### src/rtl/ls1u_bus_unit_if.sv
// rtl/ls1u_bus_unit_if.sv - cache-side request and bus-side signal bundle of the LS1u bus unit
interface ls1u_bus_unit_if #(
  parameter int BUS_ADDR = 24
) ();
  // cache controller side
  logic                write_through_req;
  logic                read_req;
  logic                read_line_req;
  logic [BUS_ADDR-1:0] pa;
  logic [7:0]          wt_data;
  logic [7:0]          line_data;
  logic [6:0]          addr_count;
  logic                line_write;
  logic                cache_entry_refill;
  logic                trans_rdy;
  logic                bus_error;
  // bus side
  logic [BUS_ADDR-1:0] haddr;
  logic                hwrite;
  logic                hburst;
  logic                htrans;
  logic [7:0]          hwdata;
  logic                hready;
  logic                hresp;
  logic                hreset_n;
  logic [7:0]          hrdata;
  logic                bus_ack;
  logic                bus_req;

  // view of the bus unit itself
  modport master (
    input  write_through_req, read_req, read_line_req, pa, wt_data,
    output line_data, addr_count, line_write, cache_entry_refill, trans_rdy, bus_error,
    output haddr, hwrite, hburst, htrans, hwdata, bus_req,
    input  hready, hresp, hreset_n, hrdata, bus_ack
  );

  // view of the cache controller plus bus fabric around it
  modport slave (
    output write_through_req, read_req, read_line_req, pa, wt_data,
    input  line_data, addr_count, line_write, cache_entry_refill, trans_rdy, bus_error,
    input  haddr, hwrite, hburst, htrans, hwdata, bus_req,
    output hready, hresp, hreset_n, hrdata, bus_ack
  );
endinterface

### src/rtl/ls1u_bus_unit.sv
// rtl/ls1u_bus_unit.sv - LS1u bus interface unit: write-through, uncached read, 128-byte line refill
module ls1u_bus_unit #(
  parameter int BUS_ADDR = 24
) (
  input  logic             clk,
  input  logic             rst,
  ls1u_bus_unit_if.master  bus
);

  typedef enum logic [2:0] {
    S_IDLE = 3'd0,
    S_WT   = 3'd1,
    S_RD   = 3'd2,
    S_LINE = 3'd3,
    S_FIN  = 3'd4,
    S_DONE = 3'd5
  } state_t;

  state_t              r_state;
  state_t              w_next_state;
  logic [6:0]          r_cnt;
  logic [BUS_ADDR-1:0] r_haddr;
  logic [7:0]          r_hwdata;
  logic [7:0]          r_line_data;
  logic [6:0]          r_addr_count;
  logic                r_line_write;
  logic                r_trans_rdy;
  logic                r_bus_error;
  logic                r_refill;

  logic                w_any_req;
  logic                w_accept;
  logic                w_beat_ok;
  logic                w_beat_err;
  logic                w_htrans;
  logic                w_hwrite;
  logic                w_hburst;
  logic                w_sel_line;
  logic [BUS_ADDR-1:0] w_line_base;

  assign w_any_req   = bus.write_through_req | bus.read_req | bus.read_line_req;
  assign w_sel_line  = ~bus.write_through_req & ~bus.read_req;
  assign w_line_base = {bus.pa[BUS_ADDR-1:7], 7'd0};

  // state register
  always_ff @(posedge clk or posedge rst) begin
    if (rst) begin
      r_state <= S_IDLE;
    end else begin
      r_state <= w_next_state;
    end
  end

  // next-state decode, bus control outputs and beat completion qualifiers
  always_comb begin
    w_next_state = r_state;
    w_accept     = 1'b0;
    w_beat_ok    = 1'b0;
    w_beat_err   = 1'b0;
    w_htrans     = 1'b0;
    w_hwrite     = 1'b0;
    w_hburst     = 1'b0;
    case (r_state)
      S_IDLE: begin
        if (bus.bus_ack && w_any_req) begin
          w_accept = 1'b1;
          if (bus.write_through_req) begin
            w_next_state = S_WT;
          end else if (bus.read_req) begin
            w_next_state = S_RD;
          end else begin
            w_next_state = S_LINE;
          end
        end
      end
      S_WT, S_RD: begin
        w_htrans = 1'b1;
        w_hwrite = (r_state == S_WT);
        if (bus.hready) begin
          w_beat_err   = bus.hresp;
          w_beat_ok    = ~bus.hresp;
          w_next_state = S_DONE;
        end
      end
      S_LINE: begin
        w_htrans = 1'b1;
        w_hburst = 1'b1;
        if (bus.hready) begin
          if (bus.hresp) begin
            w_beat_err   = 1'b1;
            w_next_state = S_DONE;
          end else begin
            w_beat_ok = 1'b1;
            if (r_cnt == 7'd127) begin
              w_next_state = S_FIN;
            end
          end
        end
      end
      S_FIN:   w_next_state = S_DONE;
      S_DONE:  w_next_state = S_IDLE;
      default: w_next_state = S_IDLE;
    endcase
    // bus reset aborts whatever is in flight without reporting completion
    if (!bus.hreset_n) begin
      w_next_state = S_IDLE;
      w_accept     = 1'b0;
      w_beat_ok    = 1'b0;
      w_beat_err   = 1'b0;
    end
  end

  // request latching, beat counter, returned data and one-cycle strobes
  always_ff @(posedge clk or posedge rst) begin
    if (rst) begin
      r_cnt        <= 7'd0;
      r_haddr      <= '0;
      r_hwdata     <= 8'd0;
      r_line_data  <= 8'd0;
      r_addr_count <= 7'd0;
      r_line_write <= 1'b0;
      r_trans_rdy  <= 1'b0;
      r_bus_error  <= 1'b0;
      r_refill     <= 1'b0;
    end else begin
      r_line_write <= 1'b0;
      r_trans_rdy  <= 1'b0;
      r_bus_error  <= 1'b0;
      r_refill     <= 1'b0;
      if (!bus.hreset_n) begin
        r_cnt <= 7'd0;
      end else begin
        if (w_accept) begin
          r_cnt    <= 7'd0;
          r_hwdata <= bus.wt_data;
          r_haddr  <= w_sel_line ? w_line_base : bus.pa;
        end
        if (w_beat_err) begin
          r_bus_error <= 1'b1;
        end
        if (w_beat_ok) begin
          case (r_state)
            S_WT: begin
              r_trans_rdy <= 1'b1;
            end
            S_RD: begin
              r_trans_rdy <= 1'b1;
              r_line_data <= bus.hrdata;
            end
            S_LINE: begin
              r_line_write <= 1'b1;
              r_line_data  <= bus.hrdata;
              r_addr_count <= r_cnt;
              r_cnt        <= r_cnt + 7'd1;
              // keep the final byte address on the bus once the burst ends
              if (r_cnt != 7'd127) begin
                r_haddr[6:0] <= r_cnt + 7'd1;
              end
            end
            default: ;
          endcase
        end
        if (r_state == S_FIN) begin
          r_refill    <= 1'b1;
          r_trans_rdy <= 1'b1;
        end
      end
    end
  end

  assign bus.htrans             = w_htrans;
  assign bus.hwrite             = w_hwrite;
  assign bus.hburst             = w_hburst;
  assign bus.haddr              = r_haddr;
  assign bus.hwdata             = r_hwdata;
  assign bus.line_data          = r_line_data;
  assign bus.addr_count         = r_addr_count;
  assign bus.line_write         = r_line_write;
  assign bus.trans_rdy          = r_trans_rdy;
  assign bus.bus_error          = r_bus_error;
  assign bus.cache_entry_refill = r_refill;
  assign bus.bus_req            = ~rst & ((r_state != S_IDLE) | w_any_req);

endmodule

### src/flat_wrapper.sv
// flat-port wrapper written by rule: the top's interface ports become plain ports
module ls1u_bus_unit_flat 
#(
  parameter int BUS_ADDR = 24
)
  (clk, rst, bus_write_through_req, bus_read_req, bus_read_line_req, bus_pa, bus_wt_data, bus_line_data, bus_addr_count, bus_line_write, bus_cache_entry_refill, bus_trans_rdy, bus_bus_error, bus_haddr, bus_hwrite, bus_hburst, bus_htrans, bus_hwdata, bus_bus_req, bus_hready, bus_hresp, bus_hreset_n, bus_hrdata, bus_bus_ack);
  ls1u_bus_unit_if #(.BUS_ADDR(BUS_ADDR)) bus_i ();
  input  logic clk;
  input  logic rst;
  input wire logic [$bits(bus_i.write_through_req)-1:0] bus_write_through_req;
  input wire logic [$bits(bus_i.read_req)-1:0] bus_read_req;
  input wire logic [$bits(bus_i.read_line_req)-1:0] bus_read_line_req;
  input wire logic [$bits(bus_i.pa)-1:0] bus_pa;
  input wire logic [$bits(bus_i.wt_data)-1:0] bus_wt_data;
  output wire logic [$bits(bus_i.line_data)-1:0] bus_line_data;
  output wire logic [$bits(bus_i.addr_count)-1:0] bus_addr_count;
  output wire logic [$bits(bus_i.line_write)-1:0] bus_line_write;
  output wire logic [$bits(bus_i.cache_entry_refill)-1:0] bus_cache_entry_refill;
  output wire logic [$bits(bus_i.trans_rdy)-1:0] bus_trans_rdy;
  output wire logic [$bits(bus_i.bus_error)-1:0] bus_bus_error;
  output wire logic [$bits(bus_i.haddr)-1:0] bus_haddr;
  output wire logic [$bits(bus_i.hwrite)-1:0] bus_hwrite;
  output wire logic [$bits(bus_i.hburst)-1:0] bus_hburst;
  output wire logic [$bits(bus_i.htrans)-1:0] bus_htrans;
  output wire logic [$bits(bus_i.hwdata)-1:0] bus_hwdata;
  output wire logic [$bits(bus_i.bus_req)-1:0] bus_bus_req;
  input wire logic [$bits(bus_i.hready)-1:0] bus_hready;
  input wire logic [$bits(bus_i.hresp)-1:0] bus_hresp;
  input wire logic [$bits(bus_i.hreset_n)-1:0] bus_hreset_n;
  input wire logic [$bits(bus_i.hrdata)-1:0] bus_hrdata;
  input wire logic [$bits(bus_i.bus_ack)-1:0] bus_bus_ack;
  assign bus_i.write_through_req = bus_write_through_req;
  assign bus_i.read_req = bus_read_req;
  assign bus_i.read_line_req = bus_read_line_req;
  assign bus_i.pa = bus_pa;
  assign bus_i.wt_data = bus_wt_data;
  assign bus_line_data = bus_i.line_data;
  assign bus_addr_count = bus_i.addr_count;
  assign bus_line_write = bus_i.line_write;
  assign bus_cache_entry_refill = bus_i.cache_entry_refill;
  assign bus_trans_rdy = bus_i.trans_rdy;
  assign bus_bus_error = bus_i.bus_error;
  assign bus_haddr = bus_i.haddr;
  assign bus_hwrite = bus_i.hwrite;
  assign bus_hburst = bus_i.hburst;
  assign bus_htrans = bus_i.htrans;
  assign bus_hwdata = bus_i.hwdata;
  assign bus_bus_req = bus_i.bus_req;
  assign bus_i.hready = bus_hready;
  assign bus_i.hresp = bus_hresp;
  assign bus_i.hreset_n = bus_hreset_n;
  assign bus_i.hrdata = bus_hrdata;
  assign bus_i.bus_ack = bus_bus_ack;
  ls1u_bus_unit #(.BUS_ADDR(BUS_ADDR)) u_core (.clk(clk), .rst(rst), .bus(bus_i));
endmodule
### config.mk
export PLATFORM = sky130hd
export DESIGN_NAME = ls1u_bus_unit_flat
export DESIGN_NICKNAME = d
export VERILOG_FILES = /design/src/rtl/ls1u_bus_unit_if.sv /design/src/rtl/ls1u_bus_unit.sv /design/src/flat_wrapper.sv
export SDC_FILE = /design/constraint.sdc
export NUM_CORES = 1
export LEC_CHECK = 0
export ABC_AREA = 1
export CAP_MARGIN = 20
export CORE_UTILIZATION = 45
export DETAILED_ROUTE_END_ITERATION = 6
export PLACE_DENSITY_LB_ADDON = 0.12
export SKIP_LAST_GASP = 1
export SLEW_MARGIN = 10
export SYNTH_ARGS = -nofsm -noshare
export SYNTH_HDL_FRONTEND = slang
export SYNTH_SLANG_ARGS = --single-unit
export TNS_END_PERCENT = 20
### constraint.sdc
create_clock -name clk -period 2.5 [get_ports clk]
set_input_delay 0.5 -clock clk [delete_from_list [all_inputs] [get_ports clk]]
set_output_delay 0.5 -clock clk [all_outputs]
set_load 0.1 [all_outputs]
After elaboration in Yosys (flattened, before gate mapping). Cells that the tools add are included.

Bits in registers: 61. Output and inout port bits: 55. Input port bits: 49.

Add/sub/neg operators: 1. Mux-type cells: 44. Reduce and logical (&&, ||, !) cells: 10. Equal/unequal tests: 10. Bitwise logic cells: 9.

Operators with widths (number): $mux 7 (9); $mux 1 (25); $mux 3 (7); $pmux 3 s4 (1); $add 7x1->7 const B (1); $eq 7x7->1 const B (1); $ne 7x7->1 const B (1); $eq 3x2->1 const B (2); $ne 3x3->1 const B (2); $reduce_and 3->1 (2); $ne 4x3->1 const B (1); $not 1->1 (4); $pmux 1 s2 (2); $reduce_and 4->1 (1); $reduce_or 2->1 (2); $eq 3x1->1 const B (1); $eq 3x3->1 const B (1); $logic_not 3->1 (1); $ne 3x2->1 const B (1); $or 1x1->1 (3); $reduce_bool 3->1 (1); $reduce_or 3->1 (1); $and 1x1->1 (2); $reduce_and 2->1 (1); $logic_and 1x1->1 (1).

Longest topological paths before layout.
Depth after elaboration: 10. Depth in mapped cells: 10.

Worst setup path after synthesis. No wires, ideal clock.

Path kind: register -> output. From: register u_core.r_state[2]. To: output bus_hwrite. Arrival time: 2630 ps. Slack: -630 ps. Cell stages (with the launch flop): 2. Data required time: 2000 ps. Cell sequence: dfrtp_1 > nor3_1.

Cells in the longest elaborated chain, start to end: 3.

RTL lines: from (decl) (line ls1u_bus_unit.sv:19) `state_t r_state;`; from (signal assigned) (line ls1u_bus_unit.sv:50) `r_state <= w_next_state;`; $eq 3x2->1 or $eq 3x1->1 (tied branches) (line ls1u_bus_unit.sv:63, ls1u_bus_unit.sv:78); $reduce_or 2->1 (no line); $mux 1 (*) (line ls1u_bus_unit.sv:63) `case (r_state)`; to (decl) (line flat_wrapper.sv:22) `output wire logic [$bits(bus_i.hwrite)-1:0] bus_hwrite;`.

Mark *: on every way between the ends. The rest lies on a longest branch, timed or not.

Worst setup path after layout.
From: register u_core.r_state[1]. To: output bus_bus_req.

Cells in the longest elaborated chain, start to end: 3.

RTL lines: $reduce_bool 3->1 (line ls1u_bus_unit.sv:182) `assign bus.bus_req = ~rst & ((r_state != S_IDLE) | w_any_req);`; $or 1x1->1 (line ls1u_bus_unit.sv:182); $and 1x1->1 (line ls1u_bus_unit.sv:182); to (decl) (line flat_wrapper.sv:26) `output wire logic [$bits(bus_i.bus_req)-1:0] bus_bus_req;`.

Every way passes these cells.

==> flow_summary.yaml <==
sta:
  rsz0062_at_grt: "no"
  relSlewSlack: 0.742
  fmax_ghz: 0.479
  period_share: 0.836
  setup_ws_ns: 0.411
  maxSlewViolCount: 0
  post-route-min-period_ns: 2.09
  fin_skew_ns: 0.00860
  worst_pin_slew_ns: 0.386
  holdWs_ns: 0.470
  setup_violations: 0
  hold_viol_final: 0
job:
  timing.max_cap.violations: 0
cells_and_area:
  drive_above_1_share: 0.230
  final_nets: 503
  final_cell_mix: "nand2_1 (155), dfrtp_1 (61), buf_4 (58)"
  area.sequential_um2: 1530
  fill_cells: 534
  syn_to_final_growth_pct: 39.0
  mostFrequentLayoutCell: "nand2_1"
  final_cell_count_no_fill: 532
  antenna_cells: 0
  multi_input_area_um2: 1160
worst_setup_path:
  critPathKind: "flip-flop to output port"
  slowest_stage: "dfrtp_1"
  worst-path-max-fanout: 8
  cp_cell_sequence: "nor2_4 -> nand2_1 -> nor2_1 -> nor2_1 -> buf_12"
  crit_family: "simple AND/OR/NAND/NOR gates"
  crit_cells: 5
  slowest_delay_ns: 0.52
  crit_buf_inv: 1
  cp-end-kind: "output port"
  cp-start-kind: "flip-flop"
  critPathRequiredTime_ns: 2.00
  crit_arrival_ns: 1.59
  reg2reg_depth: 7
  cp_common_cell: "nor2_1"
detailed_routing:
  drt_iter0_markers: 260
  first_pass_iters: 5
  vias: 2467
  routed_wl_mm: 6.70
  routed_via_density: 4.64
  detail-route-antenna-nets: 0
  drc: 0
  wl_per_cell_um: 12.6
clocking:
  clock_path_buffers: 2
  clk_latency_ns: 0.33
  cts_tree: "done"
  cts_inserted_buffers: 9
  cts_hold_buffers: 0
  post_cts_resized: 0
  cts_sinks: 61
  post_cts_buffers: 0
  ctsHtreeMaxLevel: 3
  root_buffer: "clkbuf_8"
  clkTransAtPathRegs_ns: 0.07
grt:
  grt_util_met2: 0.318
  overflow: 0
  grt_use_total: 0.212
  grt_pass1_vias: 2254
  grt_max_degree: 62
  use_met3: 0.0615
  grt_first_pass_wirelength_mm: 10.7
  met1_usage: 0.291
  antenna_found_initial: 0
  top_usage_layer: "met2"
synthesis:
  synth_area_um2: 2900
  syn_area_per_cell_um2: 8.40
  yosysSeqAreaShare: 0.527
  ys_types: 30
  synth-seq-cells: 61
  synth_cells: 345
  syn-num-nets: 395
  yosysWarningCount: 0
placement:
  portBuffers: 103
  gp_congestion: 0.849
  hpwl_mm: 4.83
  place_inst: 517
  place_ws_ns: 0.361
status:
  outcome: "complete, no violations"
floorplan:
  die_w_um: 82.2
  start_util: 0.478
  die_h_um: 82.2
  io_pins: 104
  die_area_um2: 6760
  num_rows: 28
  core_area_um2: 6060
worst_hold_path:
  hp-class: "flip-flop to flip-flop"
  min_path_cells: 2
## metrics by stage
step	util	area [um2]	setup TNS [ns]
finish	0.665	4030	0
global placement	0.637	3860	0
CTS	0.665	4030	0
global route	0.665	4030	0
detailed placement	0.637	3860	0
floorplan	-	2900	-0.00319
## cell families (layout without fill, tap and decap cells)
kind of cell,after synthesis,in the layout,synth area share
AOI/OAI and AO/OA,26,26,0.0609
xor gates and xnor gates,2,2,0.00605
adders and majority gates,1,1,0.00432
DFF,61,61,0.527
buffers and inverters,44,156,0.0760
and+or+nand+nor,211,211,0.326
## cell usage after synthesis, drive strengths merged
cell | number | share of area
nand2 | 158 | 0.21
dfrtp | 61 | 0.53
inv | 33 | 0.045
nor2 | 26 | 0.052
o21ai | 19 | 0.043
nand3 | 17 | 0.041
buf | 11 | 0.031
a21oi | 5 | 0.013
nor3 | 4 | 0.0069
nand3b | 3 | 0.0078
nand4 | 2 | 0.0065
xor2 | 2 | 0.0060
ha | 1 | 0.0043
o211ai | 1 | 0.0026
o21a | 1 | 0.0026
or2 | 1 | 0.0022
## worst paths after layout
path,from,to,slack (ns)
hold reg to reg,u_core.bus.hwdata[1],u_core.bus.hwdata[1],0.47
setup reg to reg,u_core.r_state[1],u_core.bus.haddr[4],0.78
max in group asynchronous,rst,u_core.bus.addr_count[3],1.64
hold / removal,u_core.bus.hwdata[1],u_core.bus.hwdata[1],0.47
setup / recovery,u_core.r_state[1],bus_bus_req,0.41
min in group asynchronous,rst,u_core.bus.cache_entry_refill,0.58
## per-layer routing
layer,vias up,wire length (um)
li1,1280,-
met3,6,506
met2,93,3040
met1,1088,3090
met4,0,53
met5,-,0
## worst min-delay path, cell delays in order, from the launching register on
cell and delay (ns):
dfrtp_1 0.34, nand2_1 0.05, nand2_1 0.05
## registers in the layout, summed over array words and instances, names as in the netlist
| register | count |
|---|---|
| u_core.bus.haddr | 24 |
| u_core.bus.hwdata | 8 |
| u_core.bus.line_data | 8 |
| u_core.bus.addr_count | 7 |
| u_core.r_cnt | 7 |
| u_core.r_state | 3 |
| u_core.bus.bus_error | 1 |
| u_core.bus.cache_entry_refill | 1 |
| u_core.bus.line_write | 1 |
| u_core.bus.trans_rdy | 1 |
## layout make-up
cell class / instances / area share
clock buffer: 10 / 0.0342
clock inverter: 5 / 0.00683
inverter: 33 / 0.0326
multi-input combinational: 240 / 0.287
sequential: 61 / 0.379
tap: 75 / 0.0233
timing repair buffer: 108 / 0.237
Power is left out: the tool's default activity adds up to more than one toggle a clock period on the data nets, which glitch-free logic cannot reach.
